$ cat src/rtl/bot_permuter_pkg.sv
// Shared constants for the bottom permuter: permutation indices, (f,s,t) table
// and the one-var / two-var group lists.
package bot_permuter_pkg;

  localparam logic [2:0] PERM_ABC  = 3'd5;
  localparam logic [2:0] PERM_ACB  = 3'd4;
  localparam logic [2:0] PERM_BAC  = 3'd3;
  localparam logic [2:0] PERM_BCA  = 3'd2;
  localparam logic [2:0] PERM_CAB  = 3'd1;
  localparam logic [2:0] PERM_CBA  = 3'd0;
  localparam logic [2:0] PERM_NONE = 3'd7;

  // Element k is a group number; [0] is the first list entry.
  localparam logic [2:0][2:0] ONE_VAR_GROUPS = {3'd4, 3'd2, 3'd1};
  localparam logic [2:0][2:0] TWO_VAR_GROUPS = {3'd3, 3'd5, 3'd6};

  typedef struct packed {
    logic [1:0] f;
    logic [1:0] s;
    logic [1:0] t;
  } perm_fst_t;

  function automatic perm_fst_t perm_lookup(input logic [2:0] idx);
    perm_fst_t p;
    case (idx)
      PERM_ABC: p = '{f: 2'd0, s: 2'd1, t: 2'd2};
      PERM_ACB: p = '{f: 2'd0, s: 2'd2, t: 2'd1};
      PERM_BAC: p = '{f: 2'd1, s: 2'd0, t: 2'd2};
      PERM_BCA: p = '{f: 2'd1, s: 2'd2, t: 2'd0};
      PERM_CAB: p = '{f: 2'd2, s: 2'd0, t: 2'd1};
      PERM_CBA: p = '{f: 2'd2, s: 2'd1, t: 2'd0};
      default:  p = '{f: 2'd0, s: 2'd1, t: 2'd2};
    endcase
    return p;
  endfunction

endpackage

$ cat src/rtl/bot_permuter_stream_if.sv
// Stream bus of the bottom permuter: burst input side and permuted-word output side.
// Optional stats signals appear when BOT_PERMUTER_STATS_EN is defined.
interface bot_permuter_stream_if #(
  parameter int unsigned VAR_COUNT        = 7,
  parameter int unsigned EXTRA_DATA_WIDTH = 12
);
  localparam int unsigned BOT_W = 32'd1 << VAR_COUNT;

  logic                        inValid;
  logic                        inReady;
  logic [BOT_W-1:0]            botIn;
  logic [5:0]                  validPermutesIn;
  logic [EXTRA_DATA_WIDTH-1:0] extraDataIn;
  logic                        outValid;
  logic                        outReady;
  logic [BOT_W-1:0]            permutedBot;
  logic [2:0]                  selectedPermutationOut;
  logic                        lastOfBurst;
  logic [EXTRA_DATA_WIDTH-1:0] extraDataOut;
`ifdef BOT_PERMUTER_STATS_EN
  logic [31:0]                 emittedCount;
  logic [31:0]                 burstCount;
`endif

  modport master (
    output inValid, botIn, validPermutesIn, extraDataIn, outReady,
    input  inReady, outValid, permutedBot, selectedPermutationOut, lastOfBurst, extraDataOut
`ifdef BOT_PERMUTER_STATS_EN
    , emittedCount, burstCount
`endif
  );

  modport slave (
    input  inValid, botIn, validPermutesIn, extraDataIn, outReady,
    output inReady, outValid, permutedBot, selectedPermutationOut, lastOfBurst, extraDataOut
`ifdef BOT_PERMUTER_STATS_EN
    , emittedCount, burstCount
`endif
  );

endinterface

$ cat src/rtl/bot_permute_select.sv
// Combinational group shuffle: applies permutation index sel to the top three
// variables of bot. Groups 0 and 7 pass through.
module bot_permute_select
  import bot_permuter_pkg::*;
#(
  parameter int unsigned VAR_COUNT = 7
) (
  input  logic [(32'd1 << VAR_COUNT)-1:0] bot,
  input  logic [2:0]                      sel,
  output logic [(32'd1 << VAR_COUNT)-1:0] permuted
);
  localparam int unsigned BOT_W = 32'd1 << VAR_COUNT;
  localparam int unsigned G     = BOT_W / 8;

  logic [G-1:0] grp_in  [8];
  logic [G-1:0] grp_out [8];
  perm_fst_t    p;

  always_comb begin
    p = perm_lookup(sel);
    for (int g = 0; g < 8; g++) grp_in[g] = bot[g*G +: G];
    grp_out = grp_in;
    grp_out[ONE_VAR_GROUPS[0]] = grp_in[ONE_VAR_GROUPS[p.f]];
    grp_out[ONE_VAR_GROUPS[1]] = grp_in[ONE_VAR_GROUPS[p.s]];
    grp_out[ONE_VAR_GROUPS[2]] = grp_in[ONE_VAR_GROUPS[p.t]];
    grp_out[TWO_VAR_GROUPS[0]] = grp_in[TWO_VAR_GROUPS[p.f]];
    grp_out[TWO_VAR_GROUPS[1]] = grp_in[TWO_VAR_GROUPS[p.s]];
    grp_out[TWO_VAR_GROUPS[2]] = grp_in[TWO_VAR_GROUPS[p.t]];
    permuted = '0;
    for (int g = 0; g < 8; g++) permuted[g*G +: G] = grp_out[g];
  end

endmodule

$ cat src/rtl/bot_permuter_stream.sv
// Streaming bottom permuter: active + pending burst slots feeding a registered
// output word per cycle. Define BOT_PERMUTER_STATS_EN for emitted/burst counters.
module bot_permuter_stream
  import bot_permuter_pkg::*;
#(
  parameter int unsigned VAR_COUNT        = 7,
  parameter int unsigned EXTRA_DATA_WIDTH = 12,
  parameter int unsigned RST_PIPE_CYCLES  = 2
) (
  input logic                   clk,
  input logic                   rst,
  bot_permuter_stream_if.slave  bus
);
  localparam int unsigned BOT_W = 32'd1 << VAR_COUNT;
  localparam int unsigned XW    = EXTRA_DATA_WIDTH;

  // Reset retiming chain; run drops once rst has traversed every stage.
  logic [RST_PIPE_CYCLES-1:0] rst_pipe;
  logic run, ready_ok;

  always_ff @(posedge clk) begin
    rst_pipe[0] <= rst;
    for (int i = 1; i < int'(RST_PIPE_CYCLES); i++) rst_pipe[i] <= rst_pipe[i-1];
  end

  assign run      = rst_pipe[RST_PIPE_CYCLES-1];
  assign ready_ok = rst && (&rst_pipe);

  logic [5:0]       act_mask,  act_mask_nxt;
  logic [BOT_W-1:0] act_bot,   act_bot_nxt;
  logic [XW-1:0]    act_extra, act_extra_nxt;
  logic             pend_valid, pend_valid_nxt;
  logic [5:0]       pend_mask,  pend_mask_nxt;
  logic [BOT_W-1:0] pend_bot,   pend_bot_nxt;
  logic [XW-1:0]    pend_extra, pend_extra_nxt;
  logic             out_valid,  out_valid_nxt;
  logic [2:0]       out_sel,    out_sel_nxt;
  logic             out_last,   out_last_nxt;
  logic [BOT_W-1:0] out_bot,    out_bot_nxt;
  logic [XW-1:0]    out_extra,  out_extra_nxt;
  logic             in_ready,   in_ready_nxt;

  logic [2:0]       emit_idx;
  logic [5:0]       rem_mask;
  logic             adv, emit, act_free, accept;
  logic [BOT_W-1:0] perm_bot;

  bot_permute_select #(.VAR_COUNT(VAR_COUNT)) u_select (
    .bot      (act_bot),
    .sel      (emit_idx),
    .permuted (perm_bot)
  );

  always_comb begin
    emit_idx = PERM_NONE;
    for (int i = 0; i < 6; i++) if (act_mask[i]) emit_idx = 3'(i);
    rem_mask = act_mask & ~(6'd1 << emit_idx);
    adv      = !out_valid || bus.outReady;
    emit     = adv && (act_mask != 6'd0);
    act_free = (act_mask == 6'd0) || (emit && (rem_mask == 6'd0));
    // Empty-mask bursts handshake but never occupy a slot.
    accept   = bus.inValid && in_ready && (bus.validPermutesIn != 6'd0);

    act_mask_nxt   = emit ? rem_mask : act_mask;
    act_bot_nxt    = act_bot;
    act_extra_nxt  = act_extra;
    pend_valid_nxt = pend_valid;
    pend_mask_nxt  = pend_mask;
    pend_bot_nxt   = pend_bot;
    pend_extra_nxt = pend_extra;

    if (act_free && pend_valid) begin
      act_mask_nxt   = pend_mask;
      act_bot_nxt    = pend_bot;
      act_extra_nxt  = pend_extra;
      pend_valid_nxt = 1'b0;
    end else if (act_free && accept) begin
      act_mask_nxt  = bus.validPermutesIn;
      act_bot_nxt   = bus.botIn;
      act_extra_nxt = bus.extraDataIn;
    end else if (accept) begin
      pend_valid_nxt = 1'b1;
      pend_mask_nxt  = bus.validPermutesIn;
      pend_bot_nxt   = bus.botIn;
      pend_extra_nxt = bus.extraDataIn;
    end

    out_valid_nxt = out_valid;
    out_sel_nxt   = out_sel;
    out_last_nxt  = out_last;
    out_bot_nxt   = out_bot;
    out_extra_nxt = out_extra;
    if (adv) begin
      out_valid_nxt = emit;
      out_sel_nxt   = emit ? emit_idx : PERM_NONE;
      out_last_nxt  = emit && (rem_mask == 6'd0);
      if (emit) begin
        out_bot_nxt   = perm_bot;
        out_extra_nxt = act_extra;
      end
    end

    in_ready_nxt = ready_ok && !pend_valid_nxt;
  end

  always_ff @(posedge clk) begin
    if (!run) begin
      act_mask   <= 6'd0;
      pend_valid <= 1'b0;
      out_valid  <= 1'b0;
      out_sel    <= PERM_NONE;
      out_last   <= 1'b0;
      in_ready   <= 1'b0;
    end else begin
      act_mask   <= act_mask_nxt;
      pend_valid <= pend_valid_nxt;
      out_valid  <= out_valid_nxt;
      out_sel    <= out_sel_nxt;
      out_last   <= out_last_nxt;
      in_ready   <= in_ready_nxt;
    end
  end

  // Payload registers are qualified by the masks/valids above, so no reset.
  always_ff @(posedge clk) begin
    act_bot    <= act_bot_nxt;
    act_extra  <= act_extra_nxt;
    pend_mask  <= pend_mask_nxt;
    pend_bot   <= pend_bot_nxt;
    pend_extra <= pend_extra_nxt;
    out_bot    <= out_bot_nxt;
    out_extra  <= out_extra_nxt;
  end

  assign bus.inReady                = in_ready;
  assign bus.outValid               = out_valid;
  assign bus.permutedBot            = out_bot;
  assign bus.selectedPermutationOut = out_sel;
  assign bus.lastOfBurst            = out_last;
  assign bus.extraDataOut           = out_extra;

`ifdef BOT_PERMUTER_STATS_EN
  logic [31:0] emitted_cnt, burst_cnt;

  always_ff @(posedge clk) begin
    if (!run) begin
      emitted_cnt <= 32'd0;
      burst_cnt   <= 32'd0;
    end else if (out_valid && bus.outReady) begin
      emitted_cnt <= emitted_cnt + 32'd1;
      if (out_last) burst_cnt <= burst_cnt + 32'd1;
    end
  end

  assign bus.emittedCount = emitted_cnt;
  assign bus.burstCount   = burst_cnt;
`else
  // statistics counters not built
`endif

endmodule

$ cat src/flat_wrapper.sv
// flat-port wrapper written by rule: the top's interface ports become plain ports
module bot_permuter_stream_flat import bot_permuter_pkg::*;
#(
  parameter int unsigned VAR_COUNT        = 7,
  parameter int unsigned EXTRA_DATA_WIDTH = 12,
  parameter int unsigned RST_PIPE_CYCLES  = 2
)
  (clk, rst, bus_inValid, bus_botIn, bus_validPermutesIn, bus_extraDataIn, bus_outReady, bus_inReady, bus_outValid, bus_permutedBot, bus_selectedPermutationOut, bus_lastOfBurst, bus_extraDataOut);
  bot_permuter_stream_if #(.VAR_COUNT(VAR_COUNT), .EXTRA_DATA_WIDTH(EXTRA_DATA_WIDTH)) bus_i ();
  input logic clk;
  input logic rst;
  input wire logic [$bits(bus_i.inValid)-1:0] bus_inValid;
  input wire logic [$bits(bus_i.botIn)-1:0] bus_botIn;
  input wire logic [$bits(bus_i.validPermutesIn)-1:0] bus_validPermutesIn;
  input wire logic [$bits(bus_i.extraDataIn)-1:0] bus_extraDataIn;
  input wire logic [$bits(bus_i.outReady)-1:0] bus_outReady;
  output wire logic [$bits(bus_i.inReady)-1:0] bus_inReady;
  output wire logic [$bits(bus_i.outValid)-1:0] bus_outValid;
  output wire logic [$bits(bus_i.permutedBot)-1:0] bus_permutedBot;
  output wire logic [$bits(bus_i.selectedPermutationOut)-1:0] bus_selectedPermutationOut;
  output wire logic [$bits(bus_i.lastOfBurst)-1:0] bus_lastOfBurst;
  output wire logic [$bits(bus_i.extraDataOut)-1:0] bus_extraDataOut;
  assign bus_i.inValid = bus_inValid;
  assign bus_i.botIn = bus_botIn;
  assign bus_i.validPermutesIn = bus_validPermutesIn;
  assign bus_i.extraDataIn = bus_extraDataIn;
  assign bus_i.outReady = bus_outReady;
  assign bus_inReady = bus_i.inReady;
  assign bus_outValid = bus_i.outValid;
  assign bus_permutedBot = bus_i.permutedBot;
  assign bus_selectedPermutationOut = bus_i.selectedPermutationOut;
  assign bus_lastOfBurst = bus_i.lastOfBurst;
  assign bus_extraDataOut = bus_i.extraDataOut;
  bot_permuter_stream #(.VAR_COUNT(VAR_COUNT), .EXTRA_DATA_WIDTH(EXTRA_DATA_WIDTH), .RST_PIPE_CYCLES(RST_PIPE_CYCLES)) u_core (.clk(clk), .rst(rst), .bus(bus_i));
endmodule
$ cat config.mk
export PLATFORM = sky130hd
export DESIGN_NAME = bot_permuter_stream_flat
export DESIGN_NICKNAME = d
export VERILOG_FILES = /design/src/rtl/bot_permuter_pkg.sv /design/src/rtl/bot_permuter_stream_if.sv /design/src/rtl/bot_permute_select.sv /design/src/rtl/bot_permuter_stream.sv /design/src/flat_wrapper.sv
export SDC_FILE = /design/constraint.sdc
export NUM_CORES = 1
export LEC_CHECK = 0
export CAP_MARGIN = 5
export CELL_PAD_IN_SITES_DETAIL_PLACEMENT = 1
export CELL_PAD_IN_SITES_GLOBAL_PLACEMENT = 1
export CORE_MARGIN = 10
export CORE_UTILIZATION = 43
export CTS_CLUSTER_SIZE = 30
export DETAILED_ROUTE_END_ITERATION = 16
export PLACE_DENSITY_LB_ADDON = 0.1
export SYNTH_ARGS = -nofsm -noshare
export SYNTH_HDL_FRONTEND = slang
export SYNTH_SLANG_ARGS = --single-unit
$ cat constraint.sdc
create_clock -name clk -period 7.35 [get_ports clk]
set_input_delay 0.735 -clock clk [delete_from_list [all_inputs] [get_ports clk]]
set_output_delay 0.735 -clock clk [all_outputs]
set_load 0.005 [all_outputs]
### Word-level counts from Yosys, hierarchy flattened

Cells that the tools add are included.

* register bits: 441
* input port bits: 150
* output and inout bits: 146
* word-level logic and storage cells: 108

* order comparisons: 9
* equality and inequality tests: 4
* shift-type cells: 1
* mux-type cells: 48
* bitwise gates (word level): 10
* reduce and logical (&&, ||, !) cells: 22

Operators by type and width (number)
* $bmux 16 s3: 6
* $mux 128: 2
* $mux 16: 12
* $mux 3: 13
* $bmux 3 s2: 6
* $pmux 6 s5: 1
* $ge 4x4->1 const B: 6
* $mux 12: 2
* $not 3->4: 6
* $mux 6: 3
* $logic_not 6->1: 2
* $reduce_bool 6->1: 2
* $lt 2x3->1 const B: 3
* $logic_and 1x1->1: 8
* $and 6x6->6: 1
* $eq 3x2->1 const B: 2
* $not 6->6: 1
* $shl 1x3->6 const A: 1
* $reduce_and 2->1: 2
* $eq 3x1->1 const B: 1
* $eq 3x3->1 const B: 1
* $logic_not 3->1: 1
* $mux 1: 3
* $reduce_and 3->1: 1
* 5 further kinds: 8

### Depth between registers and ports, before layout

* depth after elaboration: 17
* gate-level depth with buffers: 12
* depth with buffers taken out: 8

### Hierarchy

From an unflattened synthesis, not the netlist that was laid out.

* cells, all modules: 1145
* area total of the unflattened synthesis: 18382.6 um^2

Modules (own cells, without submodules)
* bot_permuter_stream: instances 1, cells each 691, area each 15378.5 um^2, sequential area each 13092.6 um^2
* bot_permute_select: instances 1, cells each 454, area each 3004.1 um^2, sequential area each 0.0 um^2

### Least setup slack after synthesis

No wires, ideal clock.

* path kind: reg2reg
* start point: register u_core.act_mask[1]
* end point: register u_core.act_bot[0] (enable)
* setup time: 0.641 ns
* arrival time: 7.457 ns
* data required time: 6.709 ns
* slack: -0.748 ns
* cell stages (with the launch flop): 8
* buffers on the path: 2
* period minus slack after synthesis: 8.098 ns
* path through: dfxtp_1 or2_0 clkbuf_1 or3_1 a211o_1 and2_4 clkbuf_1 nor2_1

* longest elaborated chain between the ends: 13
* elaborated cells between the ends (all ways): 17
* classes of those cells: shift (1); mux (5); bitwise (2); reduce/logical (9)

Ends and longest elaborated chain
* start: declaration: line bot_permuter_stream.sv:29 `logic [5:0] act_mask, act_mask_nxt;`
* start signal: assignment: line bot_permuter_stream.sv:115 `act_mask <= act_mask_nxt;`
* $mux 3 (5 in series): line bot_permuter_stream.sv:56 `for (int i = 0; i < 6; i++) if (act_mask[i]) emit_idx = 3'(i);`
* $shl 1x3->6: line bot_permuter_stream.sv:57 `rem_mask = act_mask & ~(6'd1 << emit_idx);`
* $not 6->6: line bot_permuter_stream.sv:57
* $and 6x6->6: line bot_permuter_stream.sv:57
* $logic_not 6->1: line bot_permuter_stream.sv:60 `act_free = (act_mask == 6'd0) || (emit && (rem_mask == 6'd0));`
* $logic_and 1x1->1: line bot_permuter_stream.sv:60
* $logic_or 1x1->1 *: line bot_permuter_stream.sv:60
* $logic_and 1x1->1 (on tied branches): line bot_permuter_stream.sv:77, bot_permuter_stream.sv:72
* $reduce_bool 2->1 (no line) *
* end signal: assignment: line bot_permuter_stream.sv:126 `act_bot <= act_bot_nxt;`
* end: declaration: line bot_permuter_stream.sv:30 `logic [BOT_W-1:0] act_bot, act_bot_nxt;`

Mark *: on every way between the ends. The rest lies on a longest branch, timed or not.
A chain may end at the register's enable or synchronous reset.

### Worst setup path after layout

* start point: register u_core.act_mask[3]
* end point: register u_core.out_bot[80] (netlist: u_core.bus.permutedBot[80]) (data pin)

* longest elaborated chain between the ends: 11
* elaborated cells between the ends (all ways): 15
* classes of those cells: eq/ne (4); mux (9); bitwise (1); reduce/logical (1)

Ends and longest elaborated chain
* $mux 3 * (3 in series): line bot_permuter_stream.sv:56
* $eq 3x1->1, or another cell as far along: line bot_permuter_pkg.sv:25 `case (idx)`
* $pmux 6 s5 *: line bot_permuter_pkg.sv:25
* $bmux 3 s2 *: line bot_permute_select.sv:27 `grp_out[TWO_VAR_GROUPS[1]] = grp_in[TWO_VAR_GROUPS[p.s]];`
* $mux 3 (implied by the code) *: line bot_permute_select.sv:27
* $not 3->4 (implied by the code) *: line bot_permute_select.sv:27
* $bmux 16 s3 *: line bot_permute_select.sv:27
* $mux 16 (implied by the code) * (2 in series): line bot_permute_select.sv:27
* named net u_core.perm_bot[80]: line bot_permuter_stream.sv:46 `logic [BOT_W-1:0] perm_bot;`
* end signal: assignment: line bot_permuter_stream.sv:131 `out_bot <= out_bot_nxt;`
* end: declaration: line bot_permuter_stream.sv:39 `logic [BOT_W-1:0] out_bot, out_bot_nxt;`

Mark *: on every way through the listed nets, which the timed path passes. The rest lies on a longest branch. The select of a mux whose other input is x is not followed.

==> results.toml <==
[run_status]
outcome = "completed"

[timing]
hold_ws_ns = 0.359
final_max_slew_viol_count = 0
relSlewSlack_pct = 18.8
worst_pin_slew_ns = 1.22
fin_crit_ns = 3.82
post-route-period-util_pct = 51.9
finalSetupTns_ns = 0
fin_skew_ns = 0.0165
rsz0062_at_grt = "no"
max_freq_mhz = 262
hold_viol_final = 0
finalSetupViolCount = 0

[floorplanning]
die_h_um = 241
core.rowCount = 80
coreArea_um2 = 47900
die_x_um = 241
die-area_um2 = 58000
ios = 296
start_util_pct = 43.8

[clocking]
ctsHoldBuffers = 0
cts_setup_buffers = 0
cts_sinks = 441
ctsHtreeMaxLevel = 2
root_buffer = "clkbuf_16"
insertion_delay_ns = 0.59
cts.clk_slew.worst_paths_ns = 0.06
cts_buffer_depth = 3
ctsResizeCount = 0
cts_tree = "yes"
cts_buffers = 49

[synth]
synth-simple-area-share_pct = 2.34
synthArstFlopShare_pct = 0
synthCells = 1109
postSynthAreaPerCell_um2 = 18.9
ys_ff_latch = 441
synth_cell_types = 43
synth_nets = 1268
synth_common_cells = "edfxtp_1, mux4_2, mux2_2"
synth_area_um2 = 21000
post-synth-top-count-cell = "edfxtp_1"
synth_top_area_share_pct = 61.0
ys_seq_area_share_pct = 62.4
synth-xor-area-share_pct = 0.0418
yosys-mux-area-fraction_pct = 30.7
yosysWarnings = 0
synth_top_family_by_area = "multiplexers"
synth_compound_area_share_pct = 1.71
synth_ff_type = "edfxtp_1"
synth_edf_count = 426
synth_top_cell_by_area = "edfxtp_1"
synth_fa_ha_area_share_pct = 0.537
synthTopCellsByArea = "edfxtp_1, mux4_2, mux2_2, mux2_1, dfxtp_1"

[global_routing]
grt_max_degree = 141
grt_pass1_wl_um = 88600
antenna_found_initial = 4
grt_usage_pct = 20.7
grt_pass1_vias = 12978
grt-ovfl-total = 0

[final_layout]
design_area_um2 = 26000
n_antenna_cell = 0
layout.nets = 1552
layout-drive-gt1-share_pct = 26.9
nFillCells = 4350
final_cells = 2044
multiInputGateArea_um2 = 7520
area.growth.synth_to_final_pct = 24.2
layout.area.seq_um2 = 13100

[run]
drv_cap = 0

[place]
post-dp-hpwl_um = 38200
dp.cells = 1957
place_area_um2 = 24500
io_buffers = 295
globalplace.congestion = 0.768

[worst_setup_path]
path_cells = "or3_1 > nor2_1 > nor2_4 > buf_4 > inv_1 > ha_2 > buf_4 > mux4_2 > nand2_1 > o21ai_0"
cp_num_buf_inv = 3
crit_required_ns = 7.66
cp-end-kind = "flip-flop"
path_max_fanout = 24
cp_slowest_stage_delay_ns = 0.61
setup.worst_path.start_class = "flip-flop"
crit_slowest_cell = "dfxtp_1"
crit_family = "simple AND/OR/NAND/NOR gates"
critical_path.most_common_cell = "buf_4"
arrival_ns = 4.13
critPathKind = "reg -> reg"

[power]
irDropWorstVdd_mv = 0.202
powerDensity_nw_per_um2 = 210
power.leakage_nw = 8.38

[routing]
viasPerCell = 5.83
drtIter0Drc = 867
wl_per_cell_um = 29.2
drc = 0
dr.pass1.iters = 5
via_count = 11924
finalWirelength_um = 59800
drtAntennaViolNets = 0

[worst_hold_path]
hp-class = "reg -> reg"
-- routing by layer --
layer / GRT usage (%) / up-vias / part of all wire (%)
met3: 5.05 / 72 / 7.0
met4: 5.26 / 8 / 1.8
met2: 33.0 / 393 / 48
met5: 0 / - / 0.087
li1: - / 5173 / -
met1: 28.0 / 6278 / 43
-- cells by family (layout without fill, tap and decap cells) --
logic type                 Yosys count  count (layout)
xor gates and xnor gates             1               1
adders and majority gates            9               9
DFF                                441             441
buffers and inverters               90             410
AOI/OAI and AO/OA                   58              58
and+or+nand+nor                    112             112
muxes                              398             398
-- placed cells by master (no fill, tap or decap), types with 15 or more instances in the layout --
cell type,instances
edfxtp_1,426
clkdlybuf4s50_1,295
mux4_2,176
mux2_2,106
mux2_1,100
nand2_1,68
clkbuf_16,51
o21ai_0,27
mux2i_1,16
dfxtp_1,15
-- layout make-up --
| cell class | instances | area share, % |
|---|---|---|
| Inverter | 13 | 0.187 |
| Sequential cell | 441 | 50.3 |
| Multi-Input combinational cell | 578 | 28.9 |
| Tap cell | 615 | 2.95 |
| Clock inverter | 28 | 0.903 |
| Clock buffer | 59 | 5.01 |
| Timing Repair Buffer | 310 | 11.8 |
-- sequential cells by signal, summed over array words and instances (netlist names) --
signal                             cells
u_core.bus.selectedPermutationOut      3
u_core.bus.lastOfBurst                 1
u_core.bus.permutedBot               128
u_core.bus.inReady                     1
u_core.act_bot                       128
u_core.bus.extraDataOut               12
u_core.pend_mask                       6
u_core.act_extra                      12
u_core.pend_valid                      1
u_core.act_mask                        6
u_core.pend_bot                      128
u_core.bus.outValid                    1
u_core.pend_extra                     12
u_core.rst_pipe                        2
-- report_power, final --
group | total [W] | switching, W | leakage [nW] | internal, W
sequential | 0.00281 | 0.0000281 | 3.97 | 0.00278
combinational | 0.000270 | 0.000102 | 3.65 | 0.000168
clock | 0.00240 | 0.00100 | 0.759 | 0.00140
total | 0.00548 | 0.00113 | 8.38 | 0.00435
-- through the flow --
step,setup WS [ns],total power (W),util (%)
finish,3.53,0.00548,54.3
global route,3.28,0.00566,54.3
CTS,3.52,0.00555,54.3
detailed placement,3.26,0.00313,51.1
global placement,3.31,0.00313,51.1
floorplan,1.63,0.00297,-
-- final timing paths --
kind | start | to | slack [ns] | cells after the start
worst max-delay path | u_core.act_mask[3] | u_core.bus.permutedBot[80] | 3.53 | 10
worst min-delay path | u_core.rst_pipe[0] | u_core.rst_pipe[1] | 0.36 | 0
worst max register to register | u_core.act_mask[3] | u_core.bus.permutedBot[80] | 3.53 | 10
worst min register to register | u_core.rst_pipe[0] | u_core.rst_pipe[1] | 0.36 | 0
-- worst register-to-register path: cells and delay by family (launching register included) --
kind            cells  cell delay (ns)
simple gates        4             0.96
buf+inv             3             0.95
flops               1             0.61
fa+ha+maj           1             0.51
mux                 1             0.40
compound gates      1             0.10
No activity file was read; power rests on OpenSTA's default activity.
